`src/rtl/button_event_unit.sv`:
```
// Push-button front end: synchroniser, debouncer and register-20 event status word.
// Optional held-button auto-repeat is built only when BUTTON_AUTO_REPEAT_EN is defined.
module button_event_unit #(
    parameter int unsigned DB_CYCLES     = 1000,
    parameter int unsigned REPEAT_CYCLES = 5000000
) (
    input  logic        clock,
    input  logic        ctrl_reset,
    input  logic        button_raw,
    input  logic        ctrl_clear20,
    output logic [31:0] r20,
    output logic        button_signal_reg
);

    localparam int unsigned DBW = $clog2(DB_CYCLES);

    if (DB_CYCLES < 2 || REPEAT_CYCLES < 2) begin : g_bad_param
        $error("button_event_unit: DB_CYCLES and REPEAT_CYCLES must be >= 2");
    end

    logic           s1, s2, db;
    logic [DBW-1:0] db_cnt;

    // Two-flop synchroniser feeding the debouncer
    always_ff @(posedge clock) begin
        if (ctrl_reset) begin
            s1     <= 1'b0;
            s2     <= 1'b0;
            db     <= 1'b0;
            db_cnt <= '0;
        end else begin
            s1 <= button_raw;
            s2 <= s1;
            if (s2 == db) begin
                db_cnt <= '0;
            end else if (db_cnt == DBW'(DB_CYCLES - 1)) begin
                db     <= s2;
                db_cnt <= '0;
            end else begin
                db_cnt <= db_cnt + 1'b1;
            end
        end
    end

    // Registered status fields; lvl is the copy of db already visible in r20
    logic       flag, lvl;
    logic [7:0] cnt;
    logic       flag_nx, lvl_nx;
    logic [7:0] cnt_nx;
    logic       press, fire, changed;

`ifdef BUTTON_AUTO_REPEAT_EN
    localparam int unsigned RW = $clog2(REPEAT_CYCLES);

    logic [RW-1:0] rep_cnt;
    logic          hold;

    // Counting starts the cycle after the press event lands in r20
    assign hold = db & lvl;
    assign fire = hold && (rep_cnt == RW'(REPEAT_CYCLES - 1));

    always_ff @(posedge clock) begin
        if (ctrl_reset || !hold) begin
            rep_cnt <= '0;
        end else if (fire) begin
            rep_cnt <= '0;
        end else begin
            rep_cnt <= rep_cnt + 1'b1;
        end
    end
`else
    assign fire = 1'b0;
`endif

    assign press = (db & ~lvl) | fire;

    always_comb begin
        flag_nx = flag;
        lvl_nx  = db;
        cnt_nx  = cnt;
        if (ctrl_clear20) flag_nx = 1'b0;
        // A press on the same edge as a clear wins
        if (press) begin
            flag_nx = 1'b1;
            cnt_nx  = cnt + 8'd1;
        end
        changed = (flag_nx != flag) || (lvl_nx != lvl) || (cnt_nx != cnt);
    end

    always_ff @(posedge clock) begin
        if (ctrl_reset) begin
            flag              <= 1'b0;
            lvl               <= 1'b0;
            cnt               <= 8'd0;
            button_signal_reg <= 1'b0;
        end else begin
            flag              <= flag_nx;
            lvl               <= lvl_nx;
            cnt               <= cnt_nx;
            button_signal_reg <= changed;
        end
    end

    assign r20 = {16'h0000, cnt, 6'b000000, lvl, flag};

endmodule
```
`config.mk`:
```
export PLATFORM = sky130hd
export DESIGN_NAME = button_event_unit
export DESIGN_NICKNAME = d
export VERILOG_FILES = /design/src/rtl/button_event_unit.sv
export SDC_FILE = /design/constraint.sdc
export NUM_CORES = 1
export LEC_CHECK = 0
export CORE_AREA = 2 2 77 42
export DETAILED_ROUTE_END_ITERATION = 10
export DIE_AREA = 0 0 79 44
export DONT_BUFFER_PORTS = 1
export PLACE_DENSITY_LB_ADDON = 0.1
export SYNTH_ARGS = -nofsm -noshare
export SYNTH_HDL_FRONTEND = slang
export SYNTH_SLANG_ARGS = --single-unit
export TNS_END_PERCENT = 1
```
`constraint.sdc`:
```
create_clock -name clock -period 2.77 [get_ports clock]
set_input_delay 0.554 -clock clock [delete_from_list [all_inputs] [get_ports clock]]
set_output_delay 0.554 -clock clock [all_outputs]
set_load 0.01 [all_outputs]
```
==> results.sh, run 1 <==
export IMPL_outcome="completed"
export IMPL_power_switching_uw=123
export IMPL_met3WireLength_microns=189
export IMPL_power_per_cell_area_nw_per_um2=495
export IMPL_power_combinational_fraction_pct=3.1
export IMPL_vias=840
export IMPL_worstSetupEndpointType="flip-flop"
export IMPL_synthTopCellsByArea="sky130_fd_sc_hd__dfxtp_1, sky130_fd_sc_hd__buf_4, sky130_fd_sc_hd__xor2_1"
export IMPL_type_of_the_worst_setup_path="flip-flop to flip-flop"
export IMPL_drive_above_1_share_pct=5.19
export IMPL_ys_ff_latch=24
export IMPL_clkTransAtPathRegs_ps=80
export IMPL_timing_setup_tns_ps=0
export IMPL_core_area_sq_um=2840
export IMPL_wire_per_inst_microns=12.5
export IMPL_io_buffers=0
export IMPL_skew_ps=2.94
export IMPL_placement_rows=14
export IMPL_worst_skew_pair_late_latency_ps=260
export IMPL_hold_viol=0
export IMPL_finish_cell_count_without_fillers=175
export IMPL_number_of_flops_mapped_to_enable_cells_by_yosys=0
export IMPL_drt_first_pass_iters=4
export IMPL_placed_cells=171
export IMPL_insertedDiodeCount=0
export IMPL_tightest_pin_transition_ps=506
export IMPL_synth_async_sr_flop_share_pct=0
export IMPL_post_route_min_period_ps=1660
export IMPL_netlist_area_sq_um=1220
export IMPL_postSynthAreaPerCell_sq_um=8.91
export IMPL_clock_sink_count=24
export IMPL_met2RoutedLength_microns=838
export IMPL_post_route_antenna_net_violation_count=0
export IMPL_start_util_pct=43.0
export IMPL_design_die_area_sq_um=3480
export IMPL_final_max_slew_violation_count=0
export IMPL_cts_hold_buffers=0
export IMPL_die_height_microns=44
export IMPL_power_frac_clock_pct=38.8
export IMPL_drt_vias_per_instance=4.80
export IMPL_top_register="db_cnt"
export IMPL_r2r_start="db_cnt[0]"
export IMPL_final_nets=143
export IMPL_fin_total_pwr_uw=598
export IMPL_wirelength_met1_microns=1170
export IMPL_layout_area_overhead_vs_synth_pct=-1.02
export IMPL_hold_start="ctrl_reset"
export IMPL_max_cap_violations=0
export IMPL_crit_reg2reg_capture="db_cnt[3]"
export IMPL_grt_total_usage_pct=13.1
export IMPL_setup_viol=0
export IMPL_fmax_ghz=0.604
export IMPL_cp_max_fo=5
export IMPL_final_area_sq_um=1210
export IMPL_clock_tree_from_tritoncts="done"
export IMPL_largestRegisters="db_cnt (10), cnt (8)"
export IMPL_hold_depth=1
export IMPL_clock_root_cell="sky130_fd_sc_hd__clkbuf_8"
export IMPL_timing_hold_worst_class="primary input to flip-flop"
export IMPL_period_share_pct=59.8
export IMPL_globalRoute_totalOverflow=0
export IMPL_cts_buffers=3
export IMPL_depth_of_the_worst_register_to_register_path=4
export IMPL_syn_inst=137
export IMPL_maxUsedRoutingLayer="met3"
export IMPL_number_of_flip_flops_in_the_largest_register=10
export IMPL_seqPwrFrac_pct=58.1
export IMPL_number_of_antenna_violations_at_the_first_check_in_global_routing=0
export IMPL_yosys_area_top_type="sky130_fd_sc_hd__dfxtp_1"
export IMPL_static_leakage_power_nw=0.423
export IMPL_global_route_wire_length_before_repair_microns=3350
export IMPL_cts_repair_timing_setup_buffer_count=0
export IMPL_ir_worst_vdd_mv=0.229
export IMPL_dpl_cell_area_sq_um=1150
export IMPL_power_report_internal_total_uw=475
export IMPL_routabilityCongestion=0.791
export IMPL_cp_required_ps=2910
export IMPL_grt_start_max_net_pins=16
export IMPL_synth_sequential_area_ratio_pct=39.3
export IMPL_hold_path_endpoint="lvl"
export IMPL_cell_variety_after_synth=33
export IMPL_detailedPlacementHpwl_microns=1580
export IMPL_max_slew_margin_pct=66.2
export IMPL_drt_iter0_drc=51
export IMPL_wl_microns=2190
export IMPL_synth_warning_count=0
export IMPL_post_cts_resize_count=0
export IMPL_p_sw_share_pct=20.6
export IMPL_drc_errors=0
export IMPL_signal_arrival_time_at_the_worst_endpoint_ps=1790
export IMPL_htree_levels=1
export IMPL_number_of_global_route_vias_before_repair=677
export IMPL_clock_path_buffers=2
export IMPL_ios=37
export IMPL_dieWidth_microns=79
export IMPL_yosys_most_used_dff="sky130_fd_sc_hd__dfxtp_1"
export IMPL_rsz0062_at_grt="no"
export IMPL_ff2ff_setup_slack_ps=1110
export IMPL_post_synth_top_area_fraction_pct=39.3
export IMPL_critical_path_start_type="flip-flop"
## synth_stat cells (all sizes together), types with 2 or more instances
cell type / instances
nand2: 7
or3: 4
xor2: 5
o31ai: 2
xnor2: 3
dfxtp: 24
nand4: 5
inv: 7
a21oi: 7
nand3: 6
o21ai: 5
ha: 3
a311oi: 2
a31oi: 4
nor2: 11
nor2b: 2
and2: 2
buf: 26
## cell usage in the layout, fill, tap and decap left out, drive strengths merged
cell,synthesis,routed
dfxtp,24,24
mux2i,1,1
conb,1,22
clkbuf,1,4
or4,1,1
and4bb,1,1
o211ai,1,1
nand4,5,5
or3,4,4
nand4bb,1,1
o21ai,5,5
xor2,5,5
and4,1,1
ha,3,3
xnor2,3,3
a21oi,7,7
nand2b,1,1
a311oi,2,2
o31ai,2,2
nand2,7,7
nor2b,2,2
nand3,6,6
inv,7,7
o311ai,1,1
a31oi,4,4
a32o,1,1
and2,2,2
nor2,11,11
and3,1,1
## per-layer routing
metal | vias up | track usage (%)
met1 | 375 | 19.1
met4 | 0 | 4.14
li1 | 423 | -
met5 | - | 0
met3 | 0 | 5.21
met2 | 42 | 17.6
## cells by family (layout without fill, tap and decap cells)
logic type                 Yosys count  after routing  synth area share (%)
and+or+nand+nor                     43             43                  20.1
buffers and inverters               34             11                  18.2
DFF                                 24             24                  39.3
AOI/OAI and AO/OA                   23             23                  12.4
xor gates and xnor gates             8              8                  5.74
adders and majority gates            3              3                  3.07
other                                1             22                 0.307
muxes                                1              1                 0.820
## through the flow
step	utilization, %	hold slack [ps]	worst slack, ps
final	42.6	350	1110
after global routing	42.6	331	980
after CTS	42.6	337	1090
after detailed placement	40.7	450	1150
after global placement	40.7	429	1190
after floorplan	-	414	1340
## critical path, cell delays in order, from the launching register on
cell	delay [ps]
sky130_fd_sc_hd__dfxtp_1	380
sky130_fd_sc_hd__ha_1	260
sky130_fd_sc_hd__nand4bb_1	260
sky130_fd_sc_hd__o311ai_2	550
sky130_fd_sc_hd__nor2_1	90
## how the worst max path moves through the flow
| stage | slack [ps] | from | end | cells past startpoint |
|---|---|---|---|---|
| floorplan | 1340 | db | cnt[7] | 5 |
| global placement | 1190 | db | cnt[6] | 4 |
| detailed placement | 1150 | lvl | cnt[7] | 5 |
| CTS | 1090 | db_cnt[0] | db_cnt[3] | 4 |
| global route | 980 | db_cnt[0] | db_cnt[3] | 4 |
| finish | 1110 | db_cnt[0] | db_cnt[3] | 4 |
## power groups by stage
stage	clock network [mW]	logic (mW)	registers, mW
2_1_floorplan	0	0.0416	0.355
3_5_place_dp	0	0.0178	0.356
6_report	0.232	0.0188	0.347
4_1_cts	0.245	0.0182	0.348
5_1_grt	0.254	0.0210	0.348
3_3_place_gp	0	0.0176	0.355
## cell type report
cell class,count,area [sq um]
fill,289,1630
multi-input combinational,100,597
sequential,24,480
clock buffer,4,55.1
tap,40,50.0
inverter,7,26.3
Power figures use the tool's default switching activity.
==> run 2, diff against run 1 <==
- clock period: 2.77 -> 1.5 ns (I/O delays scaled with it)
==> run 2 against run 1 <==
  * Count of clock-buffer cells in the layout did not move
  * Sequential power rose by 85%
  * Final cell count rose by 6.3%
  * Global-route usage rose by 0.58 points
  * Utilization rose by 3.1 points
  * Register-to-register slack got worse by 1000 ps
  * Sequential share of layout area fell by 2.6 points
  * First-iteration DRC count fell by 27%
  * Largest power group unchanged
  * Highest routed layer is now met4
==> results.sh, run 2 (synthesis gave the netlist of run 1 again) <==
export IMPL_outcome="completed"
export IMPL_detailedPlacementHpwl_microns=1700
export IMPL_wire_per_inst_microns=11.8
export IMPL_globalRoute_totalOverflow=0
export IMPL_ios=37
export IMPL_top_register="db_cnt"
export IMPL_critical_path_cell_chain="ha_2 > nand4bb_1 > buf_4 > o31ai_1 > a21oi_1"
export IMPL_sequential_cell_area_sq_um=482
export IMPL_post_route_min_period_ps=1400
export IMPL_delay_of_the_slowest_critical_path_stage_ps=360
export IMPL_start_util_pct=43.0
export IMPL_global_route_wire_length_before_repair_microns=3620
export IMPL_grt_total_usage_pct=13.7
export IMPL_power_per_cell_area_nw_per_um2=857
export IMPL_worstSetupEndpointType="flip-flop"
export IMPL_vias=881
export IMPL_placement_rows=14
export IMPL_drt_vias_per_instance=4.74
export IMPL_fin_total_pwr_mw=1.11
export IMPL_fmax_ghz=0.712
export IMPL_clkTransAtPathRegs_ps=90
export IMPL_clock_tree_from_tritoncts="done"
export IMPL_drt_first_pass_iters=4
export IMPL_setup_viol=0
export IMPL_hold_viol=0
export IMPL_clock_root_cell="sky130_fd_sc_hd__clkbuf_8"
export IMPL_die_height_microns=44
export IMPL_routabilityCongestion=0.778
export IMPL_number_of_antenna_violations_at_the_first_check_in_global_routing=0
export IMPL_final_max_slew_violation_count=0
export IMPL_multi_input_gate_area_sq_um=602
export IMPL_post_route_antenna_net_violation_count=0
export IMPL_cts_buffers=3
export IMPL_max_cap_violations=0
export IMPL_skew_ps=6.01
export IMPL_most_frequent_cells_in_the_layout="sky130_fd_sc_hd__dfxtp_1, sky130_fd_sc_hd__conb_1, sky130_fd_sc_hd__nor2_1, sky130_fd_sc_hd__buf_4"
export IMPL_clock_sink_count=24
export IMPL_timing_setup_tns_ps=0
export IMPL_critical_path_slowest_cell="sky130_fd_sc_hd__dfxtp_1"
export IMPL_largestRegisters="db_cnt (10), cnt (8)"
export IMPL_wl_microns=2200
export IMPL_mostFrequentLayoutCell="sky130_fd_sc_hd__dfxtp_1"
export IMPL_io_buffers=0
export IMPL_type_of_the_worst_setup_path="flip-flop to flip-flop"
export IMPL_number_of_global_route_vias_before_repair=770
export IMPL_ir_worst_vdd_mv=0.419
export IMPL_layout_area_overhead_vs_synth_pct=6.25
export IMPL_drt_iter0_drc=37
export IMPL_signal_arrival_time_at_the_worst_endpoint_ps=1560
export IMPL_grt_met1_usage_pct=21.2
export IMPL_drc_errors=0
export IMPL_busiest_layer="met1"
export IMPL_cts_hold_buffers=0
export IMPL_worst_skew_pair_late_latency_ps=260
export IMPL_dieWidth_microns=79
export IMPL_cp_required_ps=1660
export IMPL_critical_path_start_type="flip-flop"
export IMPL_timing_hold_worst_class="primary input to flip-flop"
export IMPL_number_of_flip_flops_in_the_largest_register=10
export IMPL_insertedDiodeCount=0
export IMPL_drive_above_1_share_pct=14.4
export IMPL_nFillCells=274
export IMPL_grt_start_max_net_pins=16
export IMPL_final_nets=154
export IMPL_global_route_usage_met3_pct=5.00
export IMPL_grt_util_met2_pct=17.6
export IMPL_cp_max_fo=4
export IMPL_static_leakage_power_nw=0.476
export IMPL_period_share_pct=93.7
export IMPL_rsz0062_at_grt="no"
export IMPL_htree_levels=1
export IMPL_core_area_sq_um=2840
export IMPL_clock_path_buffers=2
export IMPL_design_die_area_sq_um=3480
-- run 2: cell types whose count changed in the layout (fill, tap and decap cells not counted) --
| cell | delta |
|---|---|
| sky130_fd_sc_hd__dfxtp_2 | +1 |
| sky130_fd_sc_hd__ha_2 | +2 |
| sky130_fd_sc_hd__dfxtp_1 | -1 |
| sky130_fd_sc_hd__buf_4 | +11 |
| sky130_fd_sc_hd__ha_1 | -2 |
-- run 2: per-layer routing --
metal  part of all wire, %  wire, microns
met1                    54           1190
met2                    36            803
met3                   8.8            194
met4                  0.50             11
met5                     0              0
-- run 2: final timing paths --
path | startpoint | to | slack [ps] | depth (start not counted)
worst max-delay path | db_cnt[1] | db | 100 | 5
worst min-delay path | ctrl_reset | db | 90 | 1
worst max register to register | db_cnt[1] | db | 100 | 5
worst min register to register | db_cnt[0] | db_cnt[0] | 430 | 1
-- run 2: area by class of cell --
class / count / area share (%)
clock buffers: 4 / 4.24
repair buffers: 11 / 6.36
flip-flops and latches: 24 / 37.1
well taps: 40 / 3.86
multi-input cells: 100 / 46.4
inverters: 7 / 2.03
-- run 2: through the flow --
stage | hold WS (ps) | setup WS [ps] | util [%] | std cells | instance area [sq um]
global route | 83.7 | 12.4 | 45.7 | 186 | 1300
floorplan | 369 | 74.6 | - | 158 | 1300
detailed placement | 373 | 83.2 | 43.6 | 182 | 1240
CTS | 84.7 | 64.8 | 45.5 | 186 | 1290
global placement | 370 | 105 | 43.6 | 182 | 1240
finish | 90.8 | 95.1 | 45.7 | 186 | 1300
-- run 2: repair_timing --
action,in CTS,in global routing
resized for setup,0,3
endpoints found under the hold margin,0,0
endpoints found under the setup margin,0,9
setup buffers,0,0
-- run 2: critical path: cells and delay by family, from the launching register on --
family / cells / cell delay (ps)
flip-flops: 1 / 360
adder cells (fa/ha/maj): 1 / 220
AND/OR/NAND/NOR: 1 / 190
AO/OA/AOI/OAI: 2 / 330
buffers and inverters: 1 / 200
-- run 2: where the power goes --
| group | switching [mW] | total (mW) | leakage [nW] | internal (mW) |
|---|---|---|---|---|
| Clock | 0.201 | 0.435 | 0.0288 | 0.234 |
| Combinational | 0.0304 | 0.0352 | 0.253 | 0.00483 |
| Sequential | 0.00174 | 0.642 | 0.194 | 0.640 |
| Total | 0.233 | 1.11 | 0.476 | 0.879 |
==> run 3, diff against run 2 <==
- GPL_TIMING_DRIVEN: default -> 0
==> run 3 against run 2 <==
  * Sequential power about the same
  * Largest power group unchanged
  * Utilization up 6.0 points
  * Count of clock-buffer cells in the layout is 1 lower
  * Clock skew is 3.9 ps lower
  * Sequential share of layout area down 4.1 points
  * Worst setup slack got worse by 49 ps
  * Cell area rose by 13%
  * Final cell count increased by 9.7%
  * Total power down 2.0%
  * Critical path type unchanged
  * Worst hold slack gained 6.6 ps
==> results.sh, run 3 (synthesis gave the netlist of run 1 again) <==
export IMPL_outcome="completed"
export IMPL_post_route_min_period_ps=1450
export IMPL_number_of_antenna_violations_at_the_first_check_in_global_routing=0
export IMPL_depth_of_the_worst_register_to_register_path=6
export IMPL_final_nets=173
export IMPL_hold_viol=0
export IMPL_drt_vias_per_instance=4.63
export IMPL_power_combinational_fraction_pct=7.9
export IMPL_drive_above_1_share_pct=25.6
export IMPL_dieWidth_microns=79
export IMPL_routabilityCongestion=0.746
export IMPL_clock_tree_from_tritoncts="done"
export IMPL_start_util_pct=43.0
export IMPL_static_leakage_power_nw=0.577
export IMPL_rsz0062_at_grt="yes"
export IMPL_crit_reg2reg_capture="cnt[7]"
export IMPL_hold_start="ctrl_reset"
export IMPL_skew_ps=2.09
export IMPL_cp_max_fo=4
export IMPL_vias=944
export IMPL_globalRoute_totalOverflow=0
export IMPL_timing_hold_worst_class="primary input to flip-flop"
export IMPL_number_of_global_route_vias_before_repair=824
export IMPL_final_max_slew_violation_count=0
export IMPL_number_of_flip_flops_in_the_largest_register=10
export IMPL_clock_sink_count=24
export IMPL_io_buffers=0
export IMPL_global_route_wire_length_before_repair_microns=3800
export IMPL_cts_buffers=3
export IMPL_type_of_the_worst_setup_path="flip-flop to flip-flop"
export IMPL_core_area_sq_um=2840
export IMPL_final_area_sq_um=1470
export IMPL_insertedDiodeCount=0
export IMPL_seqPwrFrac_pct=58.9
export IMPL_power_per_cell_area_nw_per_um2=742
export IMPL_top_register="db_cnt"
export IMPL_most_frequent_cells_in_the_layout="sky130_fd_sc_hd__buf_4, sky130_fd_sc_hd__conb_1, sky130_fd_sc_hd__dfxtp_1"
export IMPL_period_share_pct=96.9
export IMPL_p_sw_share_pct=21.0
export IMPL_setup_viol=0
export IMPL_layout_area_overhead_vs_synth_pct=20.2
export IMPL_grt_start_max_net_pins=13
export IMPL_grt_total_usage_pct=14.2
export IMPL_detailedPlacementHpwl_microns=1720
export IMPL_hold_path_endpoint="cnt[5]"
export IMPL_final_util_pct=51.7
export IMPL_power_switching_uw=229
export IMPL_worst_skew_pair_late_latency_ps=260
export IMPL_signal_arrival_time_at_the_worst_endpoint_ps=1650
export IMPL_ff2ff_setup_slack_ps=50
export IMPL_clkTransAtPathRegs_ps=80
export IMPL_wl_microns=2320
export IMPL_drc_errors=0
export IMPL_fmax_ghz=0.688
export IMPL_post_route_antenna_net_violation_count=0
export IMPL_drt_first_pass_iters=7
export IMPL_design_die_area_sq_um=3480
export IMPL_power_frac_clock_pct=33.2
export IMPL_die_height_microns=44
export IMPL_worstSetupEndpointType="flip-flop"
export IMPL_wire_per_inst_microns=11.4
export IMPL_largestRegisters="db_cnt (10), cnt (8)"
export IMPL_ios=37
export IMPL_mostFrequentLayoutCell="sky130_fd_sc_hd__buf_4"
export IMPL_hold_depth=1
export IMPL_placement_rows=14
export IMPL_drt_iter0_drc=58
export IMPL_clock_root_cell="sky130_fd_sc_hd__clkbuf_8"
export IMPL_critical_path_start_type="flip-flop"
export IMPL_htree_levels=1
export IMPL_fin_total_pwr_mw=1.09
export IMPL_cp_required_ps=1700
export IMPL_clock_path_buffers=2
export IMPL_max_cap_violations=0
export IMPL_power_report_internal_total_uw=861
export IMPL_dpl_cell_area_sq_um=1350
export IMPL_ir_worst_vdd_mv=0.629
export IMPL_r2r_start="lvl"
[run 3: final cells by class]
| class | instances | area (sq um) |
|---|---|---|
| fillers | 276 | 1370 |
| multi-input cells | 100 | 643 |
| flip-flops and latches | 24 | 484 |
| plain buffers | 27 | 200 |
| well taps | 40 | 50.0 |
| clock buffers | 3 | 41.3 |
| inverters | 7 | 26.3 |
| repair buffers | 3 | 22.5 |
[run 3: worst max-delay path, cell delays in order (launching register included)]
cell,delay [ps]
sky130_fd_sc_hd__dfxtp_1,310
sky130_fd_sc_hd__inv_1,70
sky130_fd_sc_hd__ha_1,160
sky130_fd_sc_hd__buf_6,110
sky130_fd_sc_hd__nand3_4,80
sky130_fd_sc_hd__or4_4,530
sky130_fd_sc_hd__a21oi_2,130
[run 3: per-stage QoR]
| step | setup WS (ps) | instances | hold WS (ps) | setup TNS (ps) |
|---|---|---|---|---|
| 2_1_floorplan | 74.6 | 158 | 369 | 0 |
| 3_3_place_gp | -46.2 | 198 | 371 | -194 |
| 3_5_place_dp | -107 | 198 | 374 | -441 |
| 4_1_cts | -0.392 | 201 | 94.4 | -0.392 |
| 5_1_grt | -33.7 | 204 | 86.3 | -41.3 |
| 6_report | 46.3 | 204 | 97.4 | 0 |
[run 3: worst max path at each step]
stage,to,cells after the start,start,slack (ps)
floorplan,cnt[7],5,db,70
global placement,db_cnt[3],4,db_cnt[0],-50
global route,cnt[7],6,lvl,-30
detailed placement,db_cnt[5],4,db_cnt[0],-110
CTS,cnt[7],6,lvl,-0.4
finish,cnt[7],6,lvl,50
[run 3: repair_timing]
item,CTS,global route
gates resized for setup,4,6
hold buffers,0,0
cloned,0,0
setup buffers,0,3
endpoints found under the setup margin,7,8
hold endpoints to repair,0,0
pin swaps,1,2
[run 3: metal layers]
layer  up-vias  routed length, microns  global-route usage, %
li1        487                       -                      -
met1       411                    1160                   19.1
met2        44                     937                   22.4
met3         2                     199                   4.17
met4         0                      21                   4.14
met5         -                       0                      0
[run 3: power by group through the flow]
stage | logic [mW] | clock network (mW) | registers [mW]
after floorplan | 0.0769 | 0 | 0.656
after global placement | 0.0798 | 0 | 0.656
after detailed placement | 0.0803 | 0 | 0.656
after CTS | 0.0820 | 0.372 | 0.641
after global routing | 0.0937 | 0.395 | 0.642
final | 0.0860 | 0.362 | 0.642
